### src/rtl/alu_defs.sv
// alu_defs: shared definitions for the ALU pipeline (decoder, execute, writeback).
//   - 3-bit operation encodings
//   - bit positions of the {N,Z,C,V} flags
//   - execute-stage FSM state encodings
package alu_defs;

  typedef enum logic [2:0] {
    ALU_ADD = 3'b000,
    ALU_SUB = 3'b001,
    ALU_AND = 3'b010,
    ALU_OR  = 3'b011,
    ALU_XOR = 3'b100,
    ALU_SHL = 3'b101,
    ALU_SHR = 3'b110,
    ALU_MUL = 3'b111
  } alu_op_e;

  localparam int FLAG_N = 3;
  localparam int FLAG_Z = 2;
  localparam int FLAG_C = 1;
  localparam int FLAG_V = 0;

  typedef enum logic [1:0] {
    IDLE     = 2'd0,
    MUL_RUN  = 2'd1,
    MUL_DONE = 2'd2
  } exec_state_e;

endpackage

### src/rtl/alu_mul_seq.sv
// alu_mul_seq: iterative shift-add unsigned multiplier.
//   clk, rst      : clock, async active-low reset
//   start_i       : load operands, clear accumulator and counter
//   a_i, b_i      : multiplicand, multiplier
//   done_o        : high during the last iteration cycle
//   product_o     : accumulator value after the current iteration
// product_o is the combinational next accumulator, so the final product is
// available in the same cycle done_o is high and can be registered by the
// caller on that edge without an extra cycle of latency.
module alu_mul_seq #(
  parameter int WIDTH      = 16,
  parameter int MUL_CYCLES = 16
) (
  input  logic               clk,
  input  logic               rst,
  input  logic               start_i,
  input  logic [WIDTH-1:0]   a_i,
  input  logic [WIDTH-1:0]   b_i,
  output logic               done_o,
  output logic [2*WIDTH-1:0] product_o
);

  localparam int CW = (MUL_CYCLES > 1) ? $clog2(MUL_CYCLES) : 1;
  localparam logic [CW-1:0] LAST = CW'(MUL_CYCLES - 1);

  logic [2*WIDTH-1:0] mcand_q;
  logic [WIDTH-1:0]   mplr_q;
  logic [2*WIDTH-1:0] acc_q;
  logic [CW-1:0]      cnt_q;
  logic               run_q;
  logic [2*WIDTH-1:0] partial;

  always_comb begin
    partial   = mplr_q[0] ? mcand_q : '0;
    product_o = acc_q + partial;
    done_o    = run_q && (cnt_q == LAST);
  end

  always_ff @(posedge clk or negedge rst) begin
    if (!rst) begin
      mcand_q <= '0;
      mplr_q  <= '0;
      acc_q   <= '0;
      cnt_q   <= '0;
      run_q   <= 1'b0;
    end else if (start_i) begin
      mcand_q <= {{WIDTH{1'b0}}, a_i};
      mplr_q  <= b_i;
      acc_q   <= '0;
      cnt_q   <= '0;
      run_q   <= 1'b1;
    end else if (run_q) begin
      acc_q   <= product_o;
      mcand_q <= mcand_q << 1;
      mplr_q  <= mplr_q >> 1;
      cnt_q   <= cnt_q + CW'(1);
      if (done_o) run_q <= 1'b0;
    end
  end

endmodule

### src/rtl/alu_exec.sv
// alu_exec: ALU execute stage.
//   clk, rst  : clock, async active-low reset
//   en_in     : operand pair valid (ignored while busy)
//   alu_a/b   : operands
//   alu_func  : operation code (alu_defs::alu_op_e)
//   alu_out   : registered result
//   flags     : registered {N,Z,C,V}
//   en_out    : one-cycle result-valid pulse
//   busy      : multiply in progress
//
// state    | meaning
// IDLE     | accepting ops; single-cycle ops complete here
// MUL_RUN  | shift-add engine iterating, busy high, en_in ignored
// MUL_DONE | multiply result presented; accepts en_in like IDLE
module alu_exec
  import alu_defs::*;
#(
  parameter int WIDTH      = 16,
  parameter int MUL_CYCLES = 16
) (
  input  logic             clk,
  input  logic             rst,
  input  logic             en_in,
  input  logic [WIDTH-1:0] alu_a,
  input  logic [WIDTH-1:0] alu_b,
  input  logic [2:0]       alu_func,
  output logic [WIDTH-1:0] alu_out,
  output logic [3:0]       flags,
  output logic             en_out,
  output logic             busy
);

  localparam int SHW = $clog2(WIDTH);

  exec_state_e state_q, state_d;
  logic [WIDTH-1:0] alu_out_q, alu_out_d;
  logic [3:0]       flags_q, flags_d;
  logic             en_out_q, en_out_d;
  logic             busy_q, busy_d;

  logic               mul_start;
  logic               mul_done;
  logic [2*WIDTH-1:0] mul_prod;

  logic [WIDTH-1:0] res;
  logic             res_c;
  logic             res_v;
  logic [WIDTH:0]   add_full;
  logic [WIDTH-1:0] diff;
  alu_op_e          op;

  alu_mul_seq #(
    .WIDTH      (WIDTH),
    .MUL_CYCLES (MUL_CYCLES)
  ) u_mul (
    .clk       (clk),
    .rst       (rst),
    .start_i   (mul_start),
    .a_i       (alu_a),
    .b_i       (alu_b),
    .done_o    (mul_done),
    .product_o (mul_prod)
  );

  // Single-cycle datapath
  always_comb begin
    op       = alu_op_e'(alu_func);
    add_full = {1'b0, alu_a} + {1'b0, alu_b};
    diff     = alu_a - alu_b;
    res      = '0;
    res_c    = 1'b0;
    res_v    = 1'b0;
    case (op)
      ALU_ADD: begin
        res   = add_full[WIDTH-1:0];
        res_c = add_full[WIDTH];
        res_v = (alu_a[WIDTH-1] == alu_b[WIDTH-1]) && (res[WIDTH-1] != alu_a[WIDTH-1]);
      end
      ALU_SUB: begin
        res   = diff;
        res_c = (alu_a < alu_b);
        res_v = (alu_a[WIDTH-1] != alu_b[WIDTH-1]) && (diff[WIDTH-1] != alu_a[WIDTH-1]);
      end
      ALU_AND: res = alu_a & alu_b;
      ALU_OR:  res = alu_a | alu_b;
      ALU_XOR: res = alu_a ^ alu_b;
      ALU_SHL: res = alu_a << alu_b[SHW-1:0];
      ALU_SHR: res = alu_a >> alu_b[SHW-1:0];
      default: res = '0;
    endcase
  end

  // FSM next-state and output-register update
  always_comb begin
    state_d   = state_q;
    alu_out_d = alu_out_q;
    flags_d   = flags_q;
    en_out_d  = 1'b0;
    mul_start = 1'b0;
    case (state_q)
      IDLE, MUL_DONE: begin
        state_d = IDLE;
        if (en_in) begin
          if (op == ALU_MUL) begin
            mul_start = 1'b1;
            state_d   = MUL_RUN;
          end else begin
            alu_out_d       = res;
            flags_d[FLAG_N] = res[WIDTH-1];
            flags_d[FLAG_Z] = (res == '0);
            flags_d[FLAG_C] = res_c;
            flags_d[FLAG_V] = res_v;
            en_out_d        = 1'b1;
          end
        end
      end
      MUL_RUN: begin
        if (mul_done) begin
          state_d         = MUL_DONE;
          alu_out_d       = mul_prod[WIDTH-1:0];
          flags_d[FLAG_N] = mul_prod[WIDTH-1];
          flags_d[FLAG_Z] = (mul_prod[WIDTH-1:0] == '0);
          flags_d[FLAG_C] = |mul_prod[2*WIDTH-1:WIDTH];
          flags_d[FLAG_V] = 1'b0;
          en_out_d        = 1'b1;
        end
      end
      default: state_d = IDLE;
    endcase
    busy_d = (state_d == MUL_RUN);
  end

  always_ff @(posedge clk or negedge rst) begin
    if (!rst) begin
      state_q   <= IDLE;
      alu_out_q <= '0;
      flags_q   <= '0;
      en_out_q  <= 1'b0;
      busy_q    <= 1'b0;
    end else begin
      state_q   <= state_d;
      alu_out_q <= alu_out_d;
      flags_q   <= flags_d;
      en_out_q  <= en_out_d;
      busy_q    <= busy_d;
    end
  end

  assign alu_out = alu_out_q;
  assign flags   = flags_q;
  assign en_out  = en_out_q;
  assign busy    = busy_q;

endmodule

### config.mk
export PLATFORM = sky130hd
export DESIGN_NAME = alu_exec
export DESIGN_NICKNAME = d
export VERILOG_FILES = /design/src/rtl/alu_defs.sv /design/src/rtl/alu_mul_seq.sv /design/src/rtl/alu_exec.sv
export SDC_FILE = /design/constraint.sdc
export NUM_CORES = 1
export LEC_CHECK = 0
export BUFFER_PORTS_ARGS = -buffer_cell sky130_fd_sc_hd__clkbuf_2
export CORE_AREA = 3 3 168 170
export DETAILED_ROUTE_END_ITERATION = 8
export DIE_AREA = 0 0 171 173
export GPL_TIMING_DRIVEN = 0
export PLACE_DENSITY = 0.61
export SLEW_MARGIN = 30
export SYNTH_ARGS = -nofsm -noshare
export SYNTH_HDL_FRONTEND = slang
export SYNTH_SLANG_ARGS = --single-unit
### constraint.sdc
create_clock -name clk -period 10.35 [get_ports clk]
set_input_delay 3.105 -clock clk [delete_from_list [all_inputs] [get_ports clk]]
set_output_delay 3.105 -clock clk [all_outputs]
set_load 0.01 [all_outputs]
==> results of run 1 <==
==> worst paths after layout <==
path / slack [ps] / start / cells after the start / endpoint
max in group asynchronous: 7000 / rst / 2 / u_mul.acc_q[5]
hold / removal: 500 / alu_out[4] / 2 / alu_out[4]
hold reg to reg: 500 / alu_out[4] / 2 / alu_out[4]
min in group asynchronous: 2680 / rst / 1 / u_mul.mcand_q[27]
setup / recovery: 2950 / alu_b[2] / 15 / flags[2]
setup reg to reg: 6240 / u_mul.mplr_q[0] / 13 / flags[2]
==> sequential cells by signal, summed over array words and instances, names as in the netlist <==
name and count:
u_mul.acc_q 32, alu_out 16, busy 1, u_mul.run_q 1
flags 3, state_q 2, u_mul.mcand_q 32, en_out 1
u_mul.mplr_q 16, u_mul.cnt_q 4
==> through the flow <==
stage	setup slack [ps]	instances	hold WS, ps	utilization, %
floorplan	3970	1307	487	-
global placement	2640	1705	472	42.5
detailed placement	2700	1706	473	42.7
CTS	3070	1722	493	43.8
global route	2740	1722	526	43.8
finish	2950	1722	495	43.8
==> power groups by stage <==
stage | Clock [mW] | Combinational (mW) | Sequential (mW)
after global placement | 0 | 2.16 | 0.769
after floorplan | 0 | 1.59 | 0.752
after global routing | 0.374 | 2.48 | 0.796
after detailed placement | 0 | 2.18 | 0.776
final | 0.354 | 2.23 | 0.770
after CTS | 0.359 | 2.20 | 0.770
==> cells by family (layout without fill, tap and decap cells) <==
kind of cell               Yosys count  in the layout  synth area share, %
AOI/OAI and AO/OA                  367            367                 22.7
xor gates and xnor gates            41             41                 3.35
adders and majority gates           87             87                 10.4
buffers and inverters              145            219                 5.37
DFF                                108            108                 25.2
muxes                              113            113                 12.8
and+or+nand+nor                    446            446                 20.2
==> layout make-up <==
class	instances	area share, %
Clock inverter	5	0.362
Tap cell	341	3.63
Multi-Input combinational cell	1054	63.3
Timing Repair Buffer	58	2.73
Buffer	82	2.88
Sequential cell	108	23.0
Clock buffer	11	2.15
Inverter	63	2.01
==> critical path, stage by stage <==
cell,delay [ps]
clkbuf_2,120
inv_1,140
buf_1,400
buf_1,630
ha_1,360
clkbuf_1,190
nor2b_1,190
o31a_1,340
o21ai_0,500
mux2i_1,240
o311ai_0,170
nor3b_1,530
nand4_1,150
or4_1,490
o21ai_1,140
==> cells in the final DEF, fill, tap and decap left out, types with 18 or more instances in the layout <==
master	Yosys	routed
nand2_1	108	108
a211oi_1	31	31
ha_1	84	84
a21o_1	19	19
mux4_2	18	18
nand3_1	18	18
inv_1	62	62
mux2i_1	90	90
o21ai_0	92	92
nor3_1	30	30
nor2_1	143	142
dfrtp_1	108	108
clkbuf_1	57	57
and2_1	41	41
clkbuf_2	1	57
xnor2_1	26	26
a21oi_1	83	83
==> per-layer routing <==
metal	part of all wire, %	global-route usage, %	vias up
met3	8.0	5.10	71
met4	3.6	9.26	0
met1	46	37.1	5176
met5	0	0	-
li1	-	-	4905
met2	42	36.3	502
==> impl_metrics.csv, run 1 <==
group,metric,value,unit
status,status,"complete, no violations",
power,pwr-share-clk,10.6,%
critical_path,required,10640,ps
power,power_frac_seq,23.0,%
drt,vias,10700,
global_routing,grt_pass1_vias,10100,
global_routing,grt_max_degree,63,
clock_network,clockRootBuffer,"clkbuf_16",
sta,slew_viol_final,0,
logic_synthesis,ys_top_cells_by_area,"dfrtp_1 25%, ha_1 9.8%, mux2i_1 8.4%",
power,p_int,1.66,mW
sta,worstMarginPinSlew,920,ps
logic_synthesis,yosys_warnings,0,
clock_network,cts_tree,"yes",
floorplan,rows,60,
power,power.net_switching,1.69,mW
logic_synthesis,synth_cells,1307,
place,placed_cell_area,11500,um^2
drt,wl_per_cell,22.0,um
sta,fmax,135,MHz
worst_hold_path,holdCritPathClass,"flop to flop",
clock_network,clk_pin_slew,90,ps
floorplan,start_util,39.9,%
finish,area_growth,9.76,%
logic_synthesis,synth-seq-cells,108,
critical_path,critical_path_peak_fanout,11,
logic_synthesis,synth_common_cells,"143 x nor2_1, 108 x dfrtp_1, 108 x nand2_1",
logic_synthesis,async_flop_share,100,%
clock_network,cts_made_buffers,9,
critical_path,criticalPathCategory,"input port to flop",
clock_network,holdBufCountCts,0,
finish,antenna_cells,0,
power,power.total,3.35,mW
floorplan,core-area,26900,um^2
floorplan,fp.dieH,173,um
global_routing,grt_usage,25.2,%
place,io_buffers,57,
sta,relSlewSlack,37.9,%
power,power.share.switching,50.3,%
drt,wl,37.9,mm
logic_synthesis,synth.most_common_cell,"nor2_1",
logic_synthesis,synth_top_area_share,25.2,%
job,maxCapViolCount,0,
sta,final.setup.tns,0,ps
finish,fill_cells,2709,
floorplan,pin_count,60,
critical_path,cp-start-kind,"input port",
clock_network,clk-insertion-delay-late,360,ps
sta,post-route-period-util,71.5,%
floorplan,dieArea,29600,um^2
sta,hold_viol,0,
logic_synthesis,synth.avg_cell_area,8.20,um^2
logic_synthesis,synth-seq-area-share,25.2,%
sta,layout_min_cycle_time,7400,ps
power,p_leak,5.12,nW
drt,drt_iter0_markers,1189,
place,place.gp.congestion,1.01,
logic_synthesis,synth.net_count,1432,
clock_network,postCtsSetupBuffers,0,
finish,regArea,2700,um^2
drt,drt_pass1_iterations,7,
sta,rsz0062_at_grt,"false",
sta,final.setup_skew,19.8,ps
critical_path,arrival,7690,ps
clock_network,cts_resized,0,
finish,multi_input_area,7440,um^2
logic_synthesis,synth_edf_count,0,
logic_synthesis,synth_area,10700,um^2
clock_network,cts_buffer_depth,2,
finish,fin_nets,1501,
drt,drc,0,
drt,ant_nets,0,
finish,final_cell_area,11800,um^2
clock_network,clock_sinks,108,
logic_synthesis,yosysUniqueCellTypes,81,
sta,setup_viol,0,
finish,drive_gt1_share,9.27,%
power,power.density,285,nW/um^2
power,combPwrFrac,66.5,%
drt,viasPerCell,6.19,
clock_network,htreeDepth,3,
critical_path,endpoint_kind,"flop",
logic_synthesis,synth_ff_type,"dfrtp_1",
global_routing,gr-total-overflow,0,
logic_synthesis,synth_largest_area_cell,"dfrtp_1",
global_routing,antenna_found_initial,0,
floorplan,die_x,171,um
global_routing,grt_pass1_wl,58.6,mm
place,hpwl,29.4,mm
power,irDropWorstVdd,115,uV
Power figures use the tool's default switching activity.
==> run 2, diff against run 1 <==
ABC_AREA = 1   (was default)
CORE_AREA = 3 3 171 173   (was 3 3 168 170)
DIE_AREA = 0 0 174 176   (was 0 0 171 173)
clock period = 7.4 ns   (was 10.35 ns; I/O delays follow)
==> impl_metrics.csv, run 2 <==
group,metric,value,unit
place,io_buffers,58,
power,p_int,1.56,mW
global_routing,grt_usage,26.6,%
place,dp.cells,2259,
logic_synthesis,synth_area,11100,um^2
critical_path,worstRegToRegCells,21,
worst_hold_path,holdCritPathClass,"flop to flop",
power,p_leak,6.82,nW
sta,setup_viol,0,
sta,relSlewSlack,47.2,%
place,placed_cell_area,11900,um^2
clock_network,clockRootBuffer,"clkbuf_16",
logic_synthesis,synth-seq-cells,108,
global_routing,grt_max_degree,76,
critical_path,required,7690,ps
logic_synthesis,synth_edf_count,0,
sta,worstMarginPinSlew,792,ps
finish,final_cell_mix,"587 x nand2_1, 279 x inv_1, 191 x nand3_1",
logic_synthesis,synth_ff_type,"dfrtp_1",
status,status,"complete, no violations",
critical_path,cp-start-kind,"input port",
clock_network,cts_made_buffers,9,
drt,drt_pass1_iterations,5,
floorplan,start_util,39.9,%
logic_synthesis,synth_top_area_share,24.4,%
finish,antenna_cells,0,
drt,wl_per_cell,18.1,um
power,power.net_switching,1.42,mW
logic_synthesis,ys_top_cells_by_area,"dfrtp_1 24%, nand2_1 20%, ha_1 9.5%",
floorplan,pin_count,60,
global_routing,gr-total-overflow,0,
floorplan,core-area,27800,um^2
drt,drc,0,
finish,final_common_cell,"nand2_1",
logic_synthesis,async_flop_share,100,%
drt,wl,41.2,mm
clock_network,cts_tree,"yes",
power,power.density,245,nW/um^2
floorplan,die_x,174,um
power,power.share.switching,47.6,%
sta,hold_viol,0,
logic_synthesis,synth.avg_cell_area,6.08,um^2
finish,regArea,2700,um^2
finish,drive_gt1_share,7.12,%
drt,viasPerCell,5.38,
critical_path,arrival,5300,ps
clock_network,htreeDepth,3,
finish,fin_nets,2017,
sta,rsz0062_at_grt,"false",
finish,fill_cells,3103,
sta,slew_viol_final,0,
power,power_frac_seq,32.1,%
clock_network,postCtsSetupBuffers,0,
drt,vias,12200,
logic_synthesis,synth.net_count,1947,
job,maxCapViolCount,0,
clock_network,cts_resized,0,
floorplan,dieArea,30600,um^2
clock_network,holdBufCountCts,0,
logic_synthesis,yosysUniqueCellTypes,45,
critical_path,cp_slowest_stage_delay,550,ps
floorplan,rows,61,
place,hpwl,33.7,mm
clock_network,clk_pin_slew,80,ps
clock_network,clk-insertion-delay-late,360,ps
power,pwr-share-clk,16.3,%
power,irDropWorstVdd,122,uV
critical_path,path_cells,"clkbuf_2, inv_1, clkbuf_1, ha_1, clkbuf_2, inv_1, nand2_1, nand3b_1, nand2_1, nand2_1, nand3_1, nand3_1, nand3_1, nor2_1, nand2_1, nor2_1, nand3_1, a21oi_2",
finish,multi_input_area,6960,um^2
logic_synthesis,yosys_warnings,0,
sta,layout_min_cycle_time,5010,ps
clock_network,clock_sinks,108,
place,place.gp.congestion,0.958,
sta,final.setup.tns,0,ps
critical_path,crit_slowest_cell,"clkbuf_1",
logic_synthesis,synth-seq-area-share,24.4,%
critical_path,endpoint_kind,"flop",
global_routing,grt_pass1_wl,64.2,mm
floorplan,fp.dieH,176,um
power,combPwrFrac,51.6,%
finish,fin_util,43.8,%
critical_path,r2r_slack,3900,ps
logic_synthesis,synth_largest_area_cell,"dfrtp_1",
global_routing,grt_pass1_vias,11600,
worst_hold_path,worstHoldPathCells,2,
drt,drt_iter0_markers,1147,
logic_synthesis,synth.most_common_cell,"nand2_1",
critical_path,critical_path_peak_fanout,11,
clock_network,cts_buffer_depth,2,
finish,reg_top3,"u_mul.acc_q: 32 flops, u_mul.mcand_q: 32 flops",
drt,ant_nets,0,
sta,final.setup_skew,17.6,ps
finish,instances_no_fill,2275,
global_routing,antenna_found_initial,0,
logic_synthesis,synth_cells,1822,
sta,post-route-period-util,67.7,%
finish,final_cell_area,12200,um^2
logic_synthesis,synth_common_cells,"587 x nand2_1, 279 x inv_1, 191 x nand3_1",
critical_path,criticalPathCategory,"input port to flop",
sta,fmax,200,MHz
finish,area_growth,9.86,%
run 2: changes by cell type after synthesis, sizes merged, moves of 23 or more:
cell / previous run / this run
nand2: 108 / 591
inv: 63 / 286
nand3: 18 / 193
mux2i: 91 / 0
and2: 42 / 8
a211oi: 31 / 0
clkbuf: 58 / 28
nor2: 143 / 172
o22ai: 2 / 25
run 2: cell families (layout without fill, tap and decap cells):
logic type | Yosys count | after routing | synth area share (%)
and+or+nand+nor | 1018 | 1018 | 38.3
adders and majority gates | 87 | 87 | 10.0
xor gates and xnor gates | 17 | 17 | 1.34
buffers and inverters | 346 | 421 | 12.7
AOI/OAI and AO/OA | 246 | 246 | 13.1
DFF | 108 | 108 | 24.4
run 2: worst paths after layout:
check	start	to
worst max register to register	u_mul.mplr_q[0]	flags[1]
max in group asynchronous	rst	state_q[1]
worst min-delay path	flags[0]	flags[0]
worst min register to register	flags[0]	flags[0]
min in group asynchronous	rst	u_mul.acc_q[30]
worst max-delay path	alu_b[2]	flags[2]
run 2: final cells by class:
cell class / count / share of cell area [%]
clock buffer: 10 / 1.96
buffer: 60 / 2.76
inverter: 286 / 8.84
multi-input combinational: 1368 / 57.2
clock inverter: 6 / 0.442
timing repair buffer: 59 / 2.68
sequential: 108 / 22.2
tap: 378 / 3.89
run 2: routing by layer:
layer | track usage (%) | share of wire (%) | up-vias
li1 | - | - | 5982
met1 | 36.4 | 44 | 5692
met2 | 42.9 | 45 | 482
met4 | 10.8 | 4.2 | 0
met3 | 3.27 | 6.6 | 84
met5 | 0 | 0 | -
run 2: power groups by stage:
stage / registers [mW] / clock network [mW] / logic, mW
6_report: 0.957 / 0.486 / 1.54
5_1_grt: 0.983 / 0.521 / 1.72
4_1_cts: 0.956 / 0.496 / 1.53
3_5_place_dp: 0.964 / 0 / 1.52
3_3_place_gp: 0.958 / 0 / 1.51
2_1_floorplan: 0.952 / 0 / 1.01
run 2: through the flow:
step / power [mW] / setup slack [ps] / hold slack (ps)
after global routing: 3.23 / 2120 / 514
after floorplan: 1.96 / 3180 / 453
after detailed placement: 2.49 / 2080 / 468
after CTS: 2.99 / 2470 / 490
after global placement: 2.47 / 2110 / 465
final: 2.98 / 2390 / 483
run 2: worst max-delay path, delay by kind of cell:
family                   cells  cell delay (ps)
AO/OA/AOI/OAI                1              120
buffers and inverters        5             1160
AND/OR/NAND/NOR             11             1430
adder cells (fa/ha/maj)      1              350
